<file path="src/rtl/mc_ctrl_pkg.sv">
// mc_ctrl_pkg: state encodings, opcode/funct constants, ALU codes, mux selects and opcode-to-state decode
package mc_ctrl_pkg;
  typedef enum logic [3:0] {
    FETCH, DECODE, EXEC_R, R_WB, EXEC_I, I_WB, MEM_ADDR, MEM_RD,
    MEM_WB, MEM_WR, BRANCH, JUMP, JAL1, JAL2, JR, TRAP
  } state_t;
  localparam logic [5:0] OP_RTYPE = 6'h00, OP_ADDI = 6'h08, OP_XORI = 6'h0E, OP_LW = 6'h23;
  localparam logic [5:0] OP_SW = 6'h2B, OP_BEQ = 6'h04, OP_BNE = 6'h05, OP_J = 6'h02, OP_JAL = 6'h03;
  localparam logic [5:0] FN_ADD = 6'h20, FN_SUB = 6'h22, FN_SLT = 6'h2A, FN_JR = 6'h08;
  localparam logic [2:0] ALU_ADD = 3'd0, ALU_SUB = 3'd1, ALU_XOR = 3'd2, ALU_SLT = 3'd3, ALU_PASSA = 3'd4;
  localparam logic [1:0] DST_RD = 2'd0, DST_RT = 2'd1, DST_RA = 2'd2;
  localparam logic [1:0] PC_SRC_DA = 2'd0, PC_SRC_RES = 2'd1, PC_SRC_ALU = 2'd2, PC_SRC_JMP = 2'd3;
  localparam logic [1:0] SRC_B_SEXT = 2'd0, SRC_B_DB = 2'd1, SRC_B_FOUR = 2'd2;
  localparam logic [1:0] PC_WE_NONE = 2'd0, PC_WE_ALWAYS = 2'd1, PC_WE_NZ = 2'd2, PC_WE_Z = 2'd3;
  typedef struct packed {
    logic       mem_req;
    logic       mem_we;
    logic       ir_we;
    logic       reg_we;
    logic       mem_in;
    logic [1:0] dst;
    logic       reg_in;
    logic       alu_src_a;
    logic [1:0] alu_src_b;
    logic [2:0] alu_op;
    logic [1:0] pc_src;
    logic [1:0] pc_we;
  } ctrl_t;
  function automatic state_t decode_op(input logic [5:0] opcode, input logic [5:0] funct);
    case (opcode)
      OP_RTYPE: return (funct == FN_ADD || funct == FN_SUB || funct == FN_SLT) ? EXEC_R :
                       funct == FN_JR ? JR : TRAP;
      OP_ADDI, OP_XORI: return EXEC_I;
      OP_LW, OP_SW: return MEM_ADDR;
      OP_BEQ, OP_BNE: return BRANCH;
      OP_J: return JUMP;
      OP_JAL: return JAL1;
      default: return TRAP;
    endcase
  endfunction
endpackage

</file>
<file path="src/rtl/mc_ctrl_fsm_if.sv">
// mc_ctrl_fsm_if: controller<->datapath bundle; master=controller (drives strobes/selects/status), slave=datapath (drives instruction, alu_zero, mem_ready)
interface mc_ctrl_fsm_if #(
  parameter int ALU_OP_W = 3,
  parameter int CNT_W = 32
);
  logic [31:0]         instruction;
  logic                alu_zero;
  logic                mem_ready;
  logic                mem_req;
  logic [1:0]          pc_we;
  logic                mem_we;
  logic                ir_we;
  logic                reg_we;
  logic                mem_in;
  logic [1:0]          dst;
  logic                reg_in;
  logic                alu_src_a;
  logic [1:0]          alu_src_b;
  logic [ALU_OP_W-1:0] alu_op;
  logic [1:0]          pc_src;
  logic [3:0]          state_out;
  logic                illegal;
  logic [CNT_W-1:0]    retired;
  modport master (
    input  instruction, alu_zero, mem_ready,
    output mem_req, pc_we, mem_we, ir_we, reg_we, mem_in, dst, reg_in,
           alu_src_a, alu_src_b, alu_op, pc_src, state_out, illegal, retired
  );
  modport slave (
    output instruction, alu_zero, mem_ready,
    input  mem_req, pc_we, mem_we, ir_we, reg_we, mem_in, dst, reg_in,
           alu_src_a, alu_src_b, alu_op, pc_src, state_out, illegal, retired
  );
endinterface

</file>
<file path="src/rtl/mc_ctrl_decode.sv">
// mc_ctrl_decode: next-state and Moore control decode; in: state, opcode, funct, mem_ready; out: next, ctrl
module mc_ctrl_decode
  import mc_ctrl_pkg::*;
#(
  parameter bit MEM_WAIT_EN = 1'b1
) (
  input  state_t     state,
  input  logic [5:0] opcode,
  input  logic [5:0] funct,
  input  logic       mem_ready,
  output state_t     next,
  output ctrl_t      ctrl
);
  logic done;
  assign done = MEM_WAIT_EN ? mem_ready : 1'b1;
  always_comb begin
    next = state;
    ctrl = '0;
    case (state)
      FETCH: begin
        ctrl.mem_req = 1'b1;
        ctrl.alu_src_b = SRC_B_FOUR;
        ctrl.pc_src = PC_SRC_ALU;
        ctrl.ir_we = done;
        ctrl.pc_we = done ? PC_WE_ALWAYS : PC_WE_NONE;
        next = done ? DECODE : FETCH;
      end
      DECODE: next = decode_op(opcode, funct);
      EXEC_R: begin
        ctrl.alu_src_a = 1'b1;
        ctrl.alu_src_b = SRC_B_DB;
        ctrl.alu_op = funct == FN_SUB ? ALU_SUB : funct == FN_SLT ? ALU_SLT : ALU_ADD;
        next = R_WB;
      end
      R_WB: begin
        ctrl.reg_we = 1'b1;
        ctrl.dst = DST_RD;
        ctrl.reg_in = 1'b1;
        next = FETCH;
      end
      EXEC_I: begin
        ctrl.alu_src_a = 1'b1;
        ctrl.alu_op = opcode == OP_XORI ? ALU_XOR : ALU_ADD;
        next = I_WB;
      end
      I_WB: begin
        ctrl.reg_we = 1'b1;
        ctrl.dst = DST_RT;
        ctrl.reg_in = 1'b1;
        next = FETCH;
      end
      MEM_ADDR: begin
        ctrl.alu_src_a = 1'b1;
        next = opcode == OP_LW ? MEM_RD : MEM_WR;
      end
      MEM_RD: begin
        ctrl.mem_req = 1'b1;
        ctrl.mem_in = 1'b1;
        next = done ? MEM_WB : MEM_RD;
      end
      MEM_WB: begin
        ctrl.reg_we = 1'b1;
        ctrl.dst = DST_RT;
        next = FETCH;
      end
      MEM_WR: begin
        ctrl.mem_req = 1'b1;
        ctrl.mem_in = 1'b1;
        ctrl.mem_we = 1'b1;
        next = done ? FETCH : MEM_WR;
      end
      BRANCH: begin
        ctrl.alu_src_a = 1'b1;
        ctrl.alu_src_b = SRC_B_DB;
        ctrl.alu_op = ALU_SUB;
        ctrl.pc_src = PC_SRC_RES;
        ctrl.pc_we = opcode == OP_BEQ ? PC_WE_Z : PC_WE_NZ;
        next = FETCH;
      end
      JUMP: begin
        ctrl.pc_src = PC_SRC_JMP;
        ctrl.pc_we = PC_WE_ALWAYS;
        next = FETCH;
      end
      JAL1: begin
        ctrl.alu_op = ALU_PASSA;
        next = JAL2;
      end
      JAL2: begin
        ctrl.reg_we = 1'b1;
        ctrl.dst = DST_RA;
        ctrl.reg_in = 1'b1;
        ctrl.pc_src = PC_SRC_JMP;
        ctrl.pc_we = PC_WE_ALWAYS;
        next = FETCH;
      end
      JR: begin
        ctrl.pc_src = PC_SRC_DA;
        ctrl.pc_we = PC_WE_ALWAYS;
        next = FETCH;
      end
      TRAP: next = TRAP;
    endcase
  end
endmodule

</file>
<file path="src/rtl/mc_ctrl_fsm.sv">
// mc_ctrl_fsm: multicycle MIPS-subset controller; in: clk, reset, bus.instruction/alu_zero/mem_ready; out: bus strobes, selects, state_out, illegal, retired
module mc_ctrl_fsm
  import mc_ctrl_pkg::*;
#(
  parameter int ALU_OP_W = 3,
  parameter int CNT_W = 32,
  parameter bit MEM_WAIT_EN = 1'b1
) (
  input logic           clk,
  input logic           reset,
  mc_ctrl_fsm_if.master bus
);
  state_t state, next;
  ctrl_t ctrl;
  logic illegal;
  logic [CNT_W-1:0] retired;
  mc_ctrl_decode #(.MEM_WAIT_EN(MEM_WAIT_EN)) u_decode (
    .state(state),
    .opcode(bus.instruction[31:26]),
    .funct(bus.instruction[5:0]),
    .mem_ready(bus.mem_ready),
    .next(next),
    .ctrl(ctrl)
  );
  always_ff @(posedge clk or posedge reset)
    if (reset) begin
      state <= FETCH;
      illegal <= 1'b0;
      retired <= '0;
    end else begin
      state <= next;
      illegal <= illegal | (next == TRAP);
      retired <= retired + CNT_W'(state != FETCH && next == FETCH);
    end
  // reset is asynchronous, so strobes are masked combinationally to keep an aborted access silent
  assign bus.mem_req = ctrl.mem_req & ~reset;
  assign bus.mem_we = ctrl.mem_we & ~reset;
  assign bus.ir_we = ctrl.ir_we & ~reset;
  assign bus.reg_we = ctrl.reg_we & ~reset;
  assign bus.pc_we = reset ? PC_WE_NONE : ctrl.pc_we;
  assign bus.mem_in = ctrl.mem_in;
  assign bus.dst = ctrl.dst;
  assign bus.reg_in = ctrl.reg_in;
  assign bus.alu_src_a = ctrl.alu_src_a;
  assign bus.alu_src_b = ctrl.alu_src_b;
  assign bus.alu_op = ALU_OP_W'(ctrl.alu_op);
  assign bus.pc_src = ctrl.pc_src;
  assign bus.state_out = state;
  assign bus.illegal = illegal;
  assign bus.retired = retired;
endmodule

</file>
<file path="src/flat_wrapper.sv">
// flat-port wrapper written by rule: the top's interface ports become plain ports
module mc_ctrl_fsm_flat import mc_ctrl_pkg::*;
#(
  parameter int ALU_OP_W = 3,
  parameter int CNT_W = 32,
  parameter bit MEM_WAIT_EN = 1'b1
)
  (clk, reset, bus_instruction, bus_alu_zero, bus_mem_ready, bus_mem_req, bus_pc_we, bus_mem_we, bus_ir_we, bus_reg_we, bus_mem_in, bus_dst, bus_reg_in, bus_alu_src_a, bus_alu_src_b, bus_alu_op, bus_pc_src, bus_state_out, bus_illegal, bus_retired);
  mc_ctrl_fsm_if #(.ALU_OP_W(ALU_OP_W), .CNT_W(CNT_W)) bus_i ();
  input logic clk;
  input logic reset;
  input wire logic [$bits(bus_i.instruction)-1:0] bus_instruction;
  input wire logic [$bits(bus_i.alu_zero)-1:0] bus_alu_zero;
  input wire logic [$bits(bus_i.mem_ready)-1:0] bus_mem_ready;
  output wire logic [$bits(bus_i.mem_req)-1:0] bus_mem_req;
  output wire logic [$bits(bus_i.pc_we)-1:0] bus_pc_we;
  output wire logic [$bits(bus_i.mem_we)-1:0] bus_mem_we;
  output wire logic [$bits(bus_i.ir_we)-1:0] bus_ir_we;
  output wire logic [$bits(bus_i.reg_we)-1:0] bus_reg_we;
  output wire logic [$bits(bus_i.mem_in)-1:0] bus_mem_in;
  output wire logic [$bits(bus_i.dst)-1:0] bus_dst;
  output wire logic [$bits(bus_i.reg_in)-1:0] bus_reg_in;
  output wire logic [$bits(bus_i.alu_src_a)-1:0] bus_alu_src_a;
  output wire logic [$bits(bus_i.alu_src_b)-1:0] bus_alu_src_b;
  output wire logic [$bits(bus_i.alu_op)-1:0] bus_alu_op;
  output wire logic [$bits(bus_i.pc_src)-1:0] bus_pc_src;
  output wire logic [$bits(bus_i.state_out)-1:0] bus_state_out;
  output wire logic [$bits(bus_i.illegal)-1:0] bus_illegal;
  output wire logic [$bits(bus_i.retired)-1:0] bus_retired;
  assign bus_i.instruction = bus_instruction;
  assign bus_i.alu_zero = bus_alu_zero;
  assign bus_i.mem_ready = bus_mem_ready;
  assign bus_mem_req = bus_i.mem_req;
  assign bus_pc_we = bus_i.pc_we;
  assign bus_mem_we = bus_i.mem_we;
  assign bus_ir_we = bus_i.ir_we;
  assign bus_reg_we = bus_i.reg_we;
  assign bus_mem_in = bus_i.mem_in;
  assign bus_dst = bus_i.dst;
  assign bus_reg_in = bus_i.reg_in;
  assign bus_alu_src_a = bus_i.alu_src_a;
  assign bus_alu_src_b = bus_i.alu_src_b;
  assign bus_alu_op = bus_i.alu_op;
  assign bus_pc_src = bus_i.pc_src;
  assign bus_state_out = bus_i.state_out;
  assign bus_illegal = bus_i.illegal;
  assign bus_retired = bus_i.retired;
  mc_ctrl_fsm #(.ALU_OP_W(ALU_OP_W), .CNT_W(CNT_W), .MEM_WAIT_EN(MEM_WAIT_EN)) u_core (.clk(clk), .reset(reset), .bus(bus_i));
endmodule
</file>
<file path="config.mk">
export PLATFORM = sky130hd
export DESIGN_NAME = mc_ctrl_fsm_flat
export DESIGN_NICKNAME = d
export VERILOG_FILES = /design/src/rtl/mc_ctrl_pkg.sv /design/src/rtl/mc_ctrl_fsm_if.sv /design/src/rtl/mc_ctrl_decode.sv /design/src/rtl/mc_ctrl_fsm.sv /design/src/flat_wrapper.sv
export SDC_FILE = /design/constraint.sdc
export NUM_CORES = 1
export LEC_CHECK = 0
export ABC_CLOCK_PERIOD_IN_PS = 7300
export BUFFER_PORTS_ARGS = -buffer_cell sky130_fd_sc_hd__buf_4
export CAP_MARGIN = 15
export CORE_MARGIN = 2
export CORE_UTILIZATION = 53
export CTS_CLUSTER_SIZE = 20
export DETAILED_ROUTE_END_ITERATION = 8
export PLACE_DENSITY = 0.86
export SLEW_MARGIN = 20
export SYNTH_ARGS = -nofsm -noshare
export SYNTH_HDL_FRONTEND = slang
export SYNTH_HIERARCHICAL = 1
export SYNTH_SLANG_ARGS = --single-unit
</file>
<file path="constraint.sdc">
create_clock -name clk -period 7.3 [get_ports clk]
set_input_delay 1.095 -clock clk [delete_from_list [all_inputs] [get_ports clk]]
set_output_delay 1.095 -clock clk [all_outputs]
set_load 0.02 [all_outputs]
</file>
==> results.sh <==
export IMPL_routed_via_count_divided_by_cell_count=5.79
export IMPL_max_freq_mhz=232
export IMPL_insertedDiodeCount=0
export IMPL_worst_endpoint_arrival_ps=4480
export IMPL_cts_path_max_buffers=2
export IMPL_hpwl_um=4010
export IMPL_hold_violation_total_from_the_final_report=0
export IMPL_power_frac_seq_pct=35.8
export IMPL_first_pass_grt_wire_length_um=9100
export IMPL_final_net_count=361
export IMPL_via_count_of_the_first_global_routing_pass=1988
export IMPL_timing_worst_slew_pin_value_ps=646
export IMPL_synthToLayoutAreaGrowth_pct=28.3
export IMPL_cellPowerDensity_mw_per_mm2=285
export IMPL_cts_htree_levels=2
export IMPL_drt_wirelength_per_cell_um=14.6
export IMPL_ys_warn_count=6
export IMPL_most_frequent_cells_in_the_layout="buf_4, dfrtp_1, xnor2_1, nand2_1, nor2_1"
export IMPL_synth_top_cell_by_area="dfrtp_1"
export IMPL_regToRegSetupSlack_ps=3450
export IMPL_floorplan_rows=24
export IMPL_drt_first_pass_iters=4
export IMPL_floorplan_initialDensity_pct=54.0
export IMPL_floorplan_core_area_sq_mm=0.00429
export IMPL_timing_critical_path_fanout_max=5
export IMPL_yosys_register_bits=37
export IMPL_antenna_left=0
export IMPL_share_of_post_route_cells_with_drive_strength_above_1_pct=26.0
export IMPL_period_share_pct=58.9
export IMPL_routed_wl_um=5460
export IMPL_globalRoute_totalOverflow=0
export IMPL_async_flop_share_pct=100
export IMPL_worstSetupEndpointType="flip-flop"
export IMPL_finalHoldWorstSlack_ps=480
export IMPL_synthesis_area_sq_mm=0.00232
export IMPL_cap_violations=0
export IMPL_avg_synthesized_cell_area_sq_um=9.05
export IMPL_instances_no_fill=375
export IMPL_dp_cells=367
export IMPL_max_slew_margin_rel_pct=56.9
export IMPL_power_ir_vdd_worst_v=0.000231
export IMPL_die_wd_um=70.1
export IMPL_layout_cell_area_non_filler_sq_mm=0.00297
export IMPL_cell_with_the_largest_stage_delay_on_the_worst_path="or4_1"
export IMPL_switch_share_pct=40.6
export IMPL_syn_nets=295
export IMPL_finalCoreUtilization_pct=69.2
export IMPL_route_vias_total=2173
export IMPL_yosys_most_used_dff="dfrtp_1"
export IMPL_critical_path_max_stage_delay_ps=510
export IMPL_synth_seq_area_share_pct=40.0
export IMPL_critical_path_top_delay_family="simple AND/OR/NAND/NOR gates"
export IMPL_post_route_drc_count=0
export IMPL_syn_inst=256
export IMPL_post_placement_cell_area_sq_mm=0.00286
export IMPL_critical_path_required_ps=7480
export IMPL_floorplan_io_pins=91
export IMPL_number_of_flops_mapped_to_enable_cells_by_yosys=0
export IMPL_power_frac_clock_pct=21.4
export IMPL_synth_cell_type_count=50
export IMPL_finalWorstPathRequiredPeriod_ps=4300
export IMPL_total_switching_power_uw=344
export IMPL_gp_congestion=0.830
export IMPL_latest_clock_arrival_within_the_worst_skew_pair_ps=290
export IMPL_status="finished, final reports clean"
export IMPL_drt_iter0_markers=212
export IMPL_groute_usage_overall_pct=23.0
export IMPL_worstSetupPathType="input port to flip-flop"
export IMPL_post_cts_setup_buffer_count=0
export IMPL_clock_sinks=37
export IMPL_power_leakage_uw=0.00139
export IMPL_area_share_of_the_largest_cell_type_after_synthesis_pct=40.0
export IMPL_finalMaxSlewViolations=0
export IMPL_clock_root_buffer="clkbuf_8"
export IMPL_clk_transition_reported_paths_ps=70
export IMPL_power_internal_uw=503
export IMPL_most_common_library_cell_in_the_layout_ignoring_fill_and_taps="buf_4"
export IMPL_fin_setup_tns_ps=0
export IMPL_die_area_sq_mm=0.00492
export IMPL_rsz0062_at_grt="no"
export IMPL_type_of_the_tightest_min_delay_check="flip-flop to flip-flop"
export IMPL_setup_worst_path_start_class="input port"
export IMPL_synth_top_cells_by_area="dfrtp_1, xnor2_1, nand4_1, nor2b_1, nand2_1"
export IMPL_setup_viol=0
export IMPL_critical_path_most_common_cell="ha_1"
export IMPL_post_cts_hold_buffer_count=0
export IMPL_portion_of_total_power_attributed_to_combinational_logic_pct=42.8
export IMPL_critical_path_cell_chain="buf_4, nor3_1, a31oi_1, o31ai_2, o311ai_1, or4_1, nor2_1, ha_1, ha_1, and4_1, nor4b_2, nand3_1, xnor2_1"
export IMPL_final_setup_skew_ps=6.37
export IMPL_cp_buffers_inverters=1
export IMPL_die_height_um=70.1
export IMPL_postCtsResizedCells=0
export IMPL_cts_buffers_inserted=5
export IMPL_antenna_found_initial=0
export IMPL_grt_start_max_net_pins=38
export IMPL_tritoncts="done"
export IMPL_io_buffer_count=69
[final timing paths]
check,start,endpoint,cells after the start
worst max-delay path,bus_instruction[0],u_core/bus.retired[24],13
worst min-delay path,u_core/bus.retired[31],u_core/bus.retired[31],1
worst max register to register,u_core/bus.state_out[0],u_core/bus.retired[24],11
worst min register to register,u_core/bus.retired[31],u_core/bus.retired[31],1
max in group asynchronous,reset,u_core/bus.retired[1],3
min in group asynchronous,reset,u_core/bus.retired[29],3
[kinds of logic (layout without fill, tap and decap cells)]
logic type,after synthesis,in the layout,synth area share [%]
flip-flops,37,37,40.0
XOR/XNOR,32,32,12.1
AND/OR/NAND/NOR,134,134,32.9
adder cells (fa/ha/maj),3,3,1.62
buffers and inverters,15,82,2.86
multiplexers,2,2,0.918
AO/OA/AOI/OAI,33,33,9.61
[flip-flops by register name, indices dropped and copies added, names as in the netlist]
register,cells
u_core/bus.illegal,1
u_core/bus.retired,32
u_core/bus.state_out,4
[worst register-to-register path, delay by kind of cell, from the launching register on]
| kind | cells | cell delay, ps |
|---|---|---|
| and+or+nand+nor | 7 | 2250 |
| DFF | 1 | 760 |
| adders and majority gates | 2 | 410 |
| AOI/OAI and AO/OA | 1 | 180 |
| xor gates and xnor gates | 1 | 150 |
[layout make-up]
type,count,area (sq um)
Clock buffer,7,86.3
Clock inverter,1,30.0
Fill cell,349,1320
Inverter,4,15.0
Multi-Input combinational cell,204,1330
Sequential cell,37,926
Tap cell,52,65.1
Timing Repair Buffer,70,526
[Yosys cell counts (3+ instances only)]
cell type and n:
inv_1 4, o21ai_0 9, nand2_1 21, nor2_1 18, xor2_1 9, nand3_1 13
or2_1 4, a21oi_1 6, nand2b_1 6, buf_2 8, and2_1 5, and3_1 4
ha_1 3, dfrtp_1 37, nor2b_1 13, and4_1 4, nor3_1 14, nand4_1 14
nor4_1 4, a31oi_1 3, xnor2_1 23
[metal layers]
layer	share of wire [%]	track usage, %	up-vias
met4	1.6	8.33	0
met5	0	0	-
met1	43	30.9	1028
li1	-	-	1053
met2	49	35.4	82
met3	6.3	6.93	10
[power groups by stage]
stage	Combinational [uW]	Sequential, uW	Clock, uW
after floorplan	234	297	0
after global placement	351	305	0
after detailed placement	359	305	0
after CTS	361	301	186
after global routing	393	311	193
final	362	303	182
[stage by stage]
step                      setup WS [ps]  total power [uW]
after floorplan                    3310               531
after CTS                          3020               849
after detailed placement           2730               664
after global routing               2750               896
after global placement             2770               655
final                              3000               847
No activity file was read; power rests on OpenSTA's default activity.
